[config.mk]
export PLATFORM = sky130hd
export DESIGN_NAME = hamming_tx
export DESIGN_NICKNAME = d
export VERILOG_FILES = /design/src/rtl/hamming_pkg.sv /design/src/rtl/hamming_encoder_74.sv /design/src/rtl/hamming_tx.sv
export SDC_FILE = /design/constraint.sdc
export NUM_CORES = 1
export LEC_CHECK = 0
export CAP_MARGIN = 20
export CORE_ASPECT_RATIO = 0.8
export CORE_MARGIN = 10
export CORE_UTILIZATION = 52
export CTS_CLUSTER_DIAMETER = 50
export DETAILED_ROUTE_END_ITERATION = 7
export HOLD_SLACK_MARGIN = 0.02
export PLACE_DENSITY = 0.82
export SYNTH_ARGS = -nofsm -noshare
export SYNTH_HDL_FRONTEND = slang
export SYNTH_SLANG_ARGS = --single-unit
[constraint.sdc]
create_clock -name clk -period 2.2 [get_ports clk]
set_input_delay 0.66 -clock clk [delete_from_list [all_inputs] [get_ports clk]]
set_output_delay 0.66 -clock clk [all_outputs]
set_load 0.01 [all_outputs]
[src/rtl/hamming_pkg.sv]
// Shared definitions for the Hamming(7,4) transmitter and its matching decoder.
package hamming_pkg;

   localparam int CODE_W    = 7;
   localparam int DATA_W    = 4;
   localparam int BIT_IDX_W = 3;

   // Codeword index = Hamming position - 1; parity bits sit at the power-of-two positions.
   localparam int P1 = 0;
   localparam int P2 = 1;
   localparam int D0 = 2;
   localparam int P4 = 3;
   localparam int D1 = 4;
   localparam int D2 = 5;
   localparam int D3 = 6;

   typedef enum logic [1:0] {
      IDLE  = 2'd0,
      START = 2'd1,
      DATA  = 2'd2,
      STOP  = 2'd3
   } tx_state_t;

   // Single-bit flip mask for error injection: 0 means no error, n flips index n-1.
   function automatic logic [CODE_W-1:0] flip_mask(input logic [2:0] err_pos);
      if (err_pos == 3'd0) begin
         return '0;
      end
      return CODE_W'(1) << (err_pos - 3'd1);
   endfunction

endpackage

[src/rtl/hamming_encoder_74.sv]
// Combinational Hamming(7,4) encoder; bit layout matches the single-error-correcting decoder.
module hamming_encoder_74
   import hamming_pkg::*;
(
   input  logic [DATA_W-1:0] data_i,
   output logic [CODE_W-1:0] code_o
);

   // Place data bits at non-power-of-two positions and compute the three even-parity bits.
   always_comb begin
      // NOTE: every combinational output gets a default first so no path can infer a latch.
      code_o     = '0;
      code_o[D0] = data_i[0];
      code_o[D1] = data_i[1];
      code_o[D2] = data_i[2];
      code_o[D3] = data_i[3];
      code_o[P1] = data_i[0] ^ data_i[1] ^ data_i[3];
      code_o[P2] = data_i[0] ^ data_i[2] ^ data_i[3];
      code_o[P4] = data_i[1] ^ data_i[2] ^ data_i[3];
   end

endmodule

[src/rtl/hamming_tx.sv]
// Hamming(7,4) transmitter: accepts a nibble, encodes it (with optional single-bit error
// injection) and sends the codeword LSB first as a start / 7 data / stop serial frame.
// The done cycle doubles as the final stop-bit cycle and is already IDLE, so a new nibble
// can be accepted there and frames run back to back.
module hamming_tx
   import hamming_pkg::*;
#(
   parameter int CLKS_PER_BIT = 4,
   parameter int CNT_W        = $clog2(CLKS_PER_BIT + 1)
) (
   input  logic              clk,
   input  logic              rst,
   input  logic [DATA_W-1:0] data_in,
   input  logic              data_valid,
   output logic              data_ready,
   input  logic [2:0]        err_pos,
   output logic [CODE_W-1:0] codeword,
   output logic              tx_serial,
   output logic              busy,
   output logic              done
);

   localparam logic [CNT_W-1:0]     CNT_LAST      = CNT_W'(CLKS_PER_BIT - 1);
   // STOP holds CLKS_PER_BIT-1 cycles; the done/IDLE cycle supplies the last stop-bit cycle.
   localparam logic [CNT_W-1:0]     CNT_STOP_LAST = CNT_W'(CLKS_PER_BIT - 2);
   localparam logic [BIT_IDX_W-1:0] BIT_LAST      = BIT_IDX_W'(CODE_W - 1);

   tx_state_t             state_q, state_d;
   logic [CNT_W-1:0]      cnt_q, cnt_d;
   logic [BIT_IDX_W-1:0]  bit_q, bit_d;
   logic [CODE_W-1:0]     code_q, code_d;
   logic                  tx_q, tx_d;
   logic                  done_q, done_d;
   logic [CODE_W-1:0]     enc_code;
   logic                  accept;
   logic                  bit_end;

   hamming_encoder_74 u_encoder (
      .data_i (data_in),
      .code_o (enc_code)
   );

   assign accept  = data_valid && data_ready;
   assign bit_end = (cnt_q == CNT_LAST);

   // State register and registered serial line; reset aborts any frame and parks the line high.
   always_ff @(posedge clk or posedge rst) begin
      if (rst) begin
         state_q <= IDLE;
         cnt_q   <= '0;
         bit_q   <= '0;
         code_q  <= '0;
         tx_q    <= 1'b1;
         done_q  <= 1'b0;
      end else begin
         // NOTE: non-blocking assignments so every flop samples pre-edge values together.
         state_q <= state_d;
         cnt_q   <= cnt_d;
         bit_q   <= bit_d;
         code_q  <= code_d;
         tx_q    <= tx_d;
         done_q  <= done_d;
      end
   end

   // Next-state logic: walk START -> DATA (7 bits) -> STOP, advancing on bit-period wrap.
   always_comb begin
      state_d = state_q;
      cnt_d   = cnt_q;
      bit_d   = bit_q;
      code_d  = code_q;
      done_d  = 1'b0;
      unique case (state_q)
         IDLE: begin
            if (accept) begin
               code_d  = enc_code ^ flip_mask(err_pos);
               state_d = START;
               cnt_d   = '0;
               bit_d   = '0;
            end
         end
         START: begin
            if (bit_end) begin
               cnt_d   = '0;
               bit_d   = '0;
               state_d = DATA;
            end else begin
               cnt_d = cnt_q + CNT_W'(1);
            end
         end
         DATA: begin
            if (bit_end) begin
               cnt_d = '0;
               if (bit_q == BIT_LAST) begin
                  // With one clock per bit the done cycle is the whole stop bit.
                  if (CLKS_PER_BIT == 1) begin
                     state_d = IDLE;
                     done_d  = 1'b1;
                  end else begin
                     state_d = STOP;
                  end
               end else begin
                  bit_d = bit_q + BIT_IDX_W'(1);
               end
            end else begin
               cnt_d = cnt_q + CNT_W'(1);
            end
         end
         STOP: begin
            if (cnt_q == CNT_STOP_LAST) begin
               cnt_d   = '0;
               state_d = IDLE;
               done_d  = 1'b1;
            end else begin
               cnt_d = cnt_q + CNT_W'(1);
            end
         end
         default: state_d = IDLE;
      endcase
   end

   // Output logic: handshake/status from current state, serial level from the next state.
   always_comb begin
      data_ready = (state_q == IDLE);
      busy       = (state_q != IDLE) || done_q;
      tx_d       = 1'b1;
      case (state_d)
         START:   tx_d = 1'b0;
         DATA:    tx_d = code_d[bit_d];
         default: tx_d = 1'b1;
      endcase
   end

   assign tx_serial = tx_q;
   assign done      = done_q;
   assign codeword  = code_q;

endmodule

==> results of run 1 <==
## placed cells by master (no fill, tap or decap), types with 4 or more instances in the layout
cell type | synthesis | layout
sky130_fd_sc_hd__xor2_1 | 7 | 7
sky130_fd_sc_hd__nor2_1 | 7 | 6
sky130_fd_sc_hd__buf_4 | 1 | 19
sky130_fd_sc_hd__clkdlybuf4s50_1 | 0 | 15
sky130_fd_sc_hd__a21oi_1 | 7 | 5
sky130_fd_sc_hd__inv_1 | 9 | 6
sky130_fd_sc_hd__nand2_1 | 12 | 12
sky130_fd_sc_hd__ha_1 | 12 | 5
sky130_fd_sc_hd__mux2i_1 | 4 | 4
sky130_fd_sc_hd__dfrtp_1 | 16 | 16
sky130_fd_sc_hd__o21ai_0 | 7 | 6
sky130_fd_sc_hd__ha_4 | 0 | 6
## metrics by stage
| stage | total power (uW) | TNS (ns) | instance area (sq um) |
|---|---|---|---|
| after floorplan | 1040 | 0 | 1210 |
| after global placement | 1480 | -0.318 | 1560 |
| after detailed placement | 1540 | -0.701 | 1560 |
| after CTS | 1810 | 0 | 1650 |
| after global routing | 2190 | -0.156 | 1780 |
| final | 2090 | -0.0636 | 1780 |
## power by group
| group | total (uW) | internal [uW] | switching [uW] |
|---|---|---|---|
| logic | 1400 | 712 | 687 |
| clock network | 198 | 68.5 | 130 |
| registers | 497 | 423 | 73.8 |
## sequential cells by signal, indices dropped and copies added (netlist names)
name and flops:
bit_q 3, cnt_q 3, state_q 2, done 1, tx_serial 1, codeword 7
## worst register-to-register path: cells and delay by family, from the launching register on
kind	cells	cell delay [ns]
AO/OA/AOI/OAI	4	0.84
buffers and inverters	3	0.45
flip-flops	1	0.44
AND/OR/NAND/NOR	2	0.29
adder cells (fa/ha/maj)	1	0.18
## area by class of cell
cell class	instances	area [sq um]
Clock inverter	1	5.00
Sequential cell	17	427
Multi-Input combinational cell	93	898
Timing Repair Buffer	41	367
Clock buffer	3	22.5
Fill cell	122	412
Inverter	9	33.8
Tap cell	25	31.3
## worst min-delay path by stage
stage | startpoint | endpoint | slack, ns | cells after the start
2_1_floorplan | cnt_q[1] | cnt_q[1] | 0.50 | 2
3_3_place_gp | codeword[2] | codeword[2] | 0.51 | 2
3_5_place_dp | codeword[2] | codeword[2] | 0.51 | 2
4_1_cts | codeword[2] | codeword[2] | 0.54 | 2
5_1_grt | codeword[2] | codeword[2] | 0.59 | 2
6_report | codeword[4] | codeword[4] | 0.54 | 2
## cell families after synthesis
group / count (synthesis) / synth area share
mux: 4 / 0.0330
compound gates: 27 / 0.154
flops: 17 / 0.351
fa+ha+maj: 12 / 0.124
buf+inv: 11 / 0.0381
xor+xnor: 10 / 0.106
simple gates: 40 / 0.194
## layer usage
metal / track usage / up-vias
met5: 0 / -
met4: 0.0977 / 0
met3: 0.0407 / 17
met2: 0.281 / 55
met1: 0.180 / 549
li1: - / 517
## repair_timing
item                                   in CTS  in global routing
pin swaps                                   1                  8
endpoints found under the hold margin       0                  0
resized for setup                          14                 24
setup buffers                               3                  1
gates cloned                                0                  0
setup endpoints to repair                   3                  2
==> run summary, run 1 <==
YOSYS
---------------------------------------------------------------------------------
Count of flip-flops with a built-in enable after synthesis                      0
Number of unique standard cell types used by synthesis                         39
Synthesized area                                                       1210 sq um
Register area share after synthesis                                         0.351
Gate count of the mapped netlist                                              121
Flip-flop and latch count after synthesis                                      17
Syn. warnings                                                                   0
Number of nets produced by synthesis                                          143
Post-synthesis area per instance                                       10.0 sq um
Ys flop type                                                         sky130_fd_sc_hd__dfrtp_1
FFs w/ async S/R, synth                                                      1.00
Leading post-synthesis cells by instance count                       sky130_fd_sc_hd__dfrtp_1 (16), sky130_fd_sc_hd__ha_1 (12), sky130_fd_sc_hd__nand2_1 (12)
Top area cells in the synthesized netlist                            sky130_fd_sc_hd__dfrtp_1 (33%), sky130_fd_sc_hd__ha_1 (12%), sky130_fd_sc_hd__xnor3_1 (5.6%), sky130_fd_sc_hd__xor2_1 (5.0%), sky130_fd_sc_hd__nand2_1 (3.7%)
Post-synthesis cell type with the largest combined area              sky130_fd_sc_hd__dfrtp_1
Share of the synthesized area in the top cell type                          0.330
Most frequently used cell type in the post-synthesis netlist         sky130_fd_sc_hd__dfrtp_1

CLOCK NETWORK
---------------------------------------------------------------------------------
Maximum count of clock buffers along a single path                              2
Number of levels the H-tree was split into                                      1
Sinks on Clock Net                                                             17
Library cell used as clock root buffer                               sky130_fd_sc_hd__clkbuf_4
Register clock-pin slew on the reported worst setup and hold paths        0.12 ns
TritonCTS clock tree                                                        built
TritonCTS buffer count                                                          3
Number of hold-repair buffers added at the cts stage                            0
Skew-Pair Late Insertion Delay                                            0.33 ns

SETUP PATH
---------------------------------------------------------------------------------
Setup crit start kind                                                    register
Cell repeated most along the worst path                              sky130_fd_sc_hd__buf_4
Worst reg2reg path startpoint                                            cnt_q[0]
Termination of the worst setup path                                     tx_serial
Length in cells of the worst reg-to-reg path                                   10
Cell at the slowest stage of the critical path                       sky130_fd_sc_hd__dfrtp_1
Setup slack, reg-to-reg                                                  -0.06 ns
Delay contributed by the slowest stage of the critical path               0.44 ns
Kind of cell with the highest combined delay on the critical path    compound AO/OA/AOI/OAI gates
Kind of end point of the critical path                                   register
Endpoint of the most critical register-to-register path                 tx_serial
Critical path fanouts, max                                                      4
Required time of the critical path                                        2.48 ns
Kind of critical path                                                     reg2reg
Critical path depth                                                            10
Data arrival time at the worst-slack endpoint                             2.54 ns
Series of cell instances along the critical path                     buf_4 -> inv_1 -> ha_4 -> nand2b_4 -> a2111oi_4 -> o221ai_2 -> buf_4 -> and3b_1 -> o221ai_1 -> o211a_1
Worst setup startpoint                                                   cnt_q[0]
CP bufs+invs                                                                    3

FLOORPLANNING
---------------------------------------------------------------------------------
Starting utilization of the core area                                       0.553
Overall die area                                                       4680 sq um
X dimension of the die                                                    74.0 um
Floorplan Core Area                                                    2200 sq um
Placement row count                                                            15
Die span in y                                                             63.2 um
Number of placed I/O pins                                                      21

PLACED DESIGN
---------------------------------------------------------------------------------
Number of cells after detailed placement                                      181
Number of buffers inserted by port buffering                                   20
Dpl hpwl                                                                  2570 um
Global placer's final weighted congestion                                   0.832
Setup slack at placement                                                -0.519 ns

ROUTING
---------------------------------------------------------------------------------
Routed met2 length                                                        2000 um
DRT Pass-1 Iters                                                                4
Top routing layer in use                                                     met4
Routed wire length                                                        4120 um
DRC violations left                                                             0
Routed wire per std cell                                                  21.8 um
Residual antenna-violating net count after detailed routing                     0
Initial detailed-routing violation count                                      133
Detailed-routed wire length on met3                                        268 um
Detail-routed via count per cell                                             6.02
Total vias in the final route                                                1138
Total routed wire length on the met1 layer                                1660 um

MIN PATH
---------------------------------------------------------------------------------
Worst hold path type                                                      reg2reg

POWER
---------------------------------------------------------------------------------
Peak VDD IR                                                              0.945 mV
Power density of the placed cells                                    1170 nW/um^2
Static Leak                                                           0.000797 uW

CELLS AND AREA
---------------------------------------------------------------------------------
Proportion of layout cells with a drive suffix above 1                      0.311
Number of non-filler instances in the completed layout                        189
Final net count                                                               187
Diodes inserted                                                                 0
Area Overhead vs Synth                                                      46.9%
Utilization after layout                                                    0.813

STA
---------------------------------------------------------------------------------
Setup Viol. Count Final                                                         1
Unrepaired setup endpoints after global routing                              true
Final critical-path share of the clock period                                1.03
Crit path setup slack, layout                                          -0.0636 ns
Fmax achieved                                                             442 MHz
Worst Tran Pin Value                                                     0.361 ns
Fin Clk Skew                                                           0.00372 ns
Number of hold violations in the final report                                   0
Post-layout minimum cycle time                                            2.26 ns
Fin. max-slew vios                                                              0
Worst Hold Margin                                                        0.543 ns
Max-slew headroom at the worst pin                                          0.757

GLOBAL ROUTING
---------------------------------------------------------------------------------
Largest net degree at the start of global routing                              18
Overflow left after global routing                                              0
Global-route usage over all layers                                          0.166
Wire length of the first global-routing pass                              6040 um
Antenna violations before repair                                                0
Via count of the first global-routing pass                                   1177

OUTCOME
---------------------------------------------------------------------------------
Failing checks                                                       negative setup slack
Result of the run                                                    complete, but fails checks

RUN
---------------------------------------------------------------------------------
Number of maximum-capacitance violations                                        0

Note: power is estimated with default switching activity, not from simulation.
==> run 2: changes to the inputs <==
CORE_UTILIZATION = 47   (was 52)
PLACE_DENSITY = 0.78   (was 0.82)
clock period = 1.8 ns   (was 2.2 ns; I/O delays follow)
==> run 2 against run 1 <==
Against the previous run:
- the flow still finishes with violations (negative setup slack)
- total power increased by 20%
- hold slack worse by 0.075 ns
- global-route usage down 3.2 points
- via count up 0.18%
- cell area is 5.5% higher
- critical path depth is 3 lower
- core utilization shrank 4.8 points
- largest power group unchanged
- highest routed layer unchanged
==> run summary, run 2 (synthesized netlist as in run 1, its figures left out) <==
SETUP PATH
----------------------------------------------------------------------------------
CP bufs+invs                                                                     1   -2
Setup crit start kind                                                     register
Delay contributed by the slowest stage of the critical path                0.46 ns   +0.02 ns
Length in cells of the worst reg-to-reg path                                     7   -3
Data arrival time at the worst-slack endpoint                              2.39 ns   -0.15 ns
Kind of end point of the critical path                                    register
Kind of critical path                                                      reg2reg
Required time of the critical path                                         2.03 ns   -0.45 ns
Critical path fanouts, max                                                       3   -1
Endpoint of the most critical register-to-register path                  tx_serial
Worst reg2reg path startpoint                                           state_q[0]
Setup slack, reg-to-reg                                                   -0.36 ns   -0.30 ns
Series of cell instances along the critical path                      buf_6 -> ha_4 -> nor2b_4 -> or3_4 -> a22o_2 -> or3b_1 -> o211a_1
Cell at the slowest stage of the critical path                        sky130_fd_sc_hd__dfrtp_2
Kind of cell with the highest combined delay on the critical path     simple AND/OR/NAND/NOR gates

POWER
----------------------------------------------------------------------------------
Power density of the placed cells                                     1340 nW/um^2   +14%
Static Leak                                                            0.000905 uW   +13%
Peak VDD IR                                                               0.751 mV   -20%
Total design power                                                         2520 uW   +20%

FLOORPLANNING
----------------------------------------------------------------------------------
Overall die area                                                        5030 sq um   +7.5%
Floorplan Core Area                                                     2460 sq um   +12%
X dimension of the die                                                     76.8 um   +3.8%
Die span in y                                                              65.5 um   +3.5%
Number of placed I/O pins                                                       21   unchanged
Placement row count                                                             16   +1
Starting utilization of the core area                                        0.493   -0.0599

STA
----------------------------------------------------------------------------------
Fin. max-slew vios                                                               0   unchanged
Unrepaired setup endpoints after global routing                               true
Fmax achieved                                                              463 MHz   +4.8%
Number of hold violations in the final report                                    0   unchanged
Total Negative Setup Slacks                                              -0.456 ns   -0.392 ns
Final critical-path share of the clock period                                 1.20   +0.171
Worst Tran Pin Value                                                      0.373 ns   +0.0115 ns
Fin Clk Skew                                                            0.00964 ns   +0.00592 ns
Crit path setup slack, layout                                            -0.360 ns   -0.297 ns
Post-layout minimum cycle time                                             2.16 ns   -0.103 ns
Setup Viol. Count Final                                                          3   +2
Max-slew headroom at the worst pin                                           0.749   -0.00772

ROUTING
----------------------------------------------------------------------------------
Residual antenna-violating net count after detailed routing                      0   unchanged
Routed wire length                                                         3640 um   -12%
DRC violations left                                                              0   unchanged
Detail-routed via count per cell                                              5.30   -12%
Routed wire per std cell                                                   16.9 um   -22%
Initial detailed-routing violation count                                       109   -18%
DRT Pass-1 Iters                                                                 4   unchanged
Total vias in the final route                                                 1140   +0.18%

CLOCK NETWORK
----------------------------------------------------------------------------------
Maximum count of clock buffers along a single path                               2   unchanged
Register clock-pin slew on the reported worst setup and hold paths         0.11 ns   about the same
Skew-Pair Late Insertion Delay                                             0.30 ns   -0.03 ns
Sinks on Clock Net                                                              17   unchanged
Number of levels the H-tree was split into                                       1   unchanged
TritonCTS buffer count                                                           3   unchanged
Number of hold-repair buffers added at the cts stage                             0   unchanged
Library cell used as clock root buffer                                sky130_fd_sc_hd__clkbuf_4
TritonCTS clock tree                                                         built

OUTCOME
----------------------------------------------------------------------------------
Failing checks                                                        negative setup slack
Result of the run                                                     complete, but fails checks

CELLS AND AREA
----------------------------------------------------------------------------------
Diodes inserted                                                                  0   unchanged
Commonest non-fill, non-tap cells in the layout                       sky130_fd_sc_hd__buf_4 (34), sky130_fd_sc_hd__dfrtp_1 (14), sky130_fd_sc_hd__nand2_1 (12), sky130_fd_sc_hd__clkdlybuf4s50_1 (10)
Proportion of layout cells with a drive suffix above 1                       0.380   +0.0689
Area Overhead vs Synth                                                       54.9%
Flip-flop count of the largest register, all copies and words added              7   unchanged
Layout fillers                                                                 164   +34%
Most common cell after layout, fill and taps aside                    sky130_fd_sc_hd__buf_4
Final net count                                                                202   +8.0%

PLACED DESIGN
----------------------------------------------------------------------------------
Global placer's final weighted congestion                                    0.828   -0.47%
Dpl hpwl                                                                   2560 um   -0.32%
Number of buffers inserted by port buffering                                    20   unchanged

GLOBAL ROUTING
----------------------------------------------------------------------------------
Antenna violations before repair                                                 0   unchanged
Via count of the first global-routing pass                                    1181   +0.34%
Overflow left after global routing                                               0   unchanged
Global-route usage over all layers                                           0.134   -0.0322
Largest net degree at the start of global routing                               11   -7
Wire length of the first global-routing pass                               5530 um   -8.6%

MIN PATH
----------------------------------------------------------------------------------
Worst hold path type                                                      in2async

RUN
----------------------------------------------------------------------------------
Number of maximum-capacitance violations                                         0   unchanged

## run 2: changes by cell type in the layout (fill, tap and decap cells not counted), moves of 2 or more
cell	before	now
sky130_fd_sc_hd__dfrtp_1	16	14
sky130_fd_sc_hd__dlymetal6s2s_1	2	6
sky130_fd_sc_hd__buf_2	0	2
sky130_fd_sc_hd__clkdlybuf4s50_1	15	10
sky130_fd_sc_hd__buf_4	19	34
sky130_fd_sc_hd__dfrtp_2	0	2
## run 2: cell type report
type | instances | area (sq um) | area share
multi-input cells | 93 | 866 | 0.460
repair buffers | 56 | 480 | 0.255
clock buffers | 3 | 22.5 | 0.0120
inverters | 9 | 33.8 | 0.0180
clock inverters | 1 | 5.00 | 0.00266
flip-flops and latches | 17 | 429 | 0.228
well taps | 36 | 45.0 | 0.0239
## run 2: what timing repair did
item	in CTS	in global routing
endpoints found under the hold margin	0	0
endpoints found under the setup margin	5	12
pin swaps	3	5
setup buffers	9	2
resized for setup	21	13
## run 2: where the power goes
| group | switching, uW | leakage, uW | total, uW | internal (uW) |
|---|---|---|---|---|
| registers | 101 | 0.000214 | 623 | 522 |
| logic | 789 | 0.000673 | 1690 | 897 |
| clock network | 127 | 0.0000177 | 210 | 82.8 |
## run 2: how the worst max path moves through the flow
stage / start / endpoint / slack, ns / cells after the start
after floorplan: cnt_q[0] / tx_serial / -0.16 / 7
after global placement: data_in[3] / tx_serial / -0.55 / 7
after detailed placement: data_valid / tx_serial / -0.63 / 7
after CTS: cnt_q[1] / tx_serial / -0.31 / 7
after global routing: state_q[0] / tx_serial / -0.47 / 9
final: state_q[0] / tx_serial / -0.36 / 7
## run 2: per-stage QoR
step / cells / instance area (sq um) / hold slack, ns / util / worst slack, ns
floorplan: 121 / 1270 / 0.465 / - / -0.164
global route: 215 / 1880 / 0.477 / 0.764 / -0.471
finish: 215 / 1880 / 0.468 / 0.764 / -0.360
detailed placement: 202 / 1710 / 0.512 / 0.694 / -0.626
global placement: 202 / 1710 / 0.511 / 0.694 / -0.551
CTS: 215 / 1840 / 0.466 / 0.747 / -0.312
## run 2: per-layer routing
layer  wire, um  vias up  GRT usage  share of wire
met4         56        0     0.0440          0.015
met3        143        6     0.0340          0.039
met1       1580      556      0.155           0.43
met5          0        -          0              0
met2       1870       27      0.238           0.51
li1           -      551          -              -
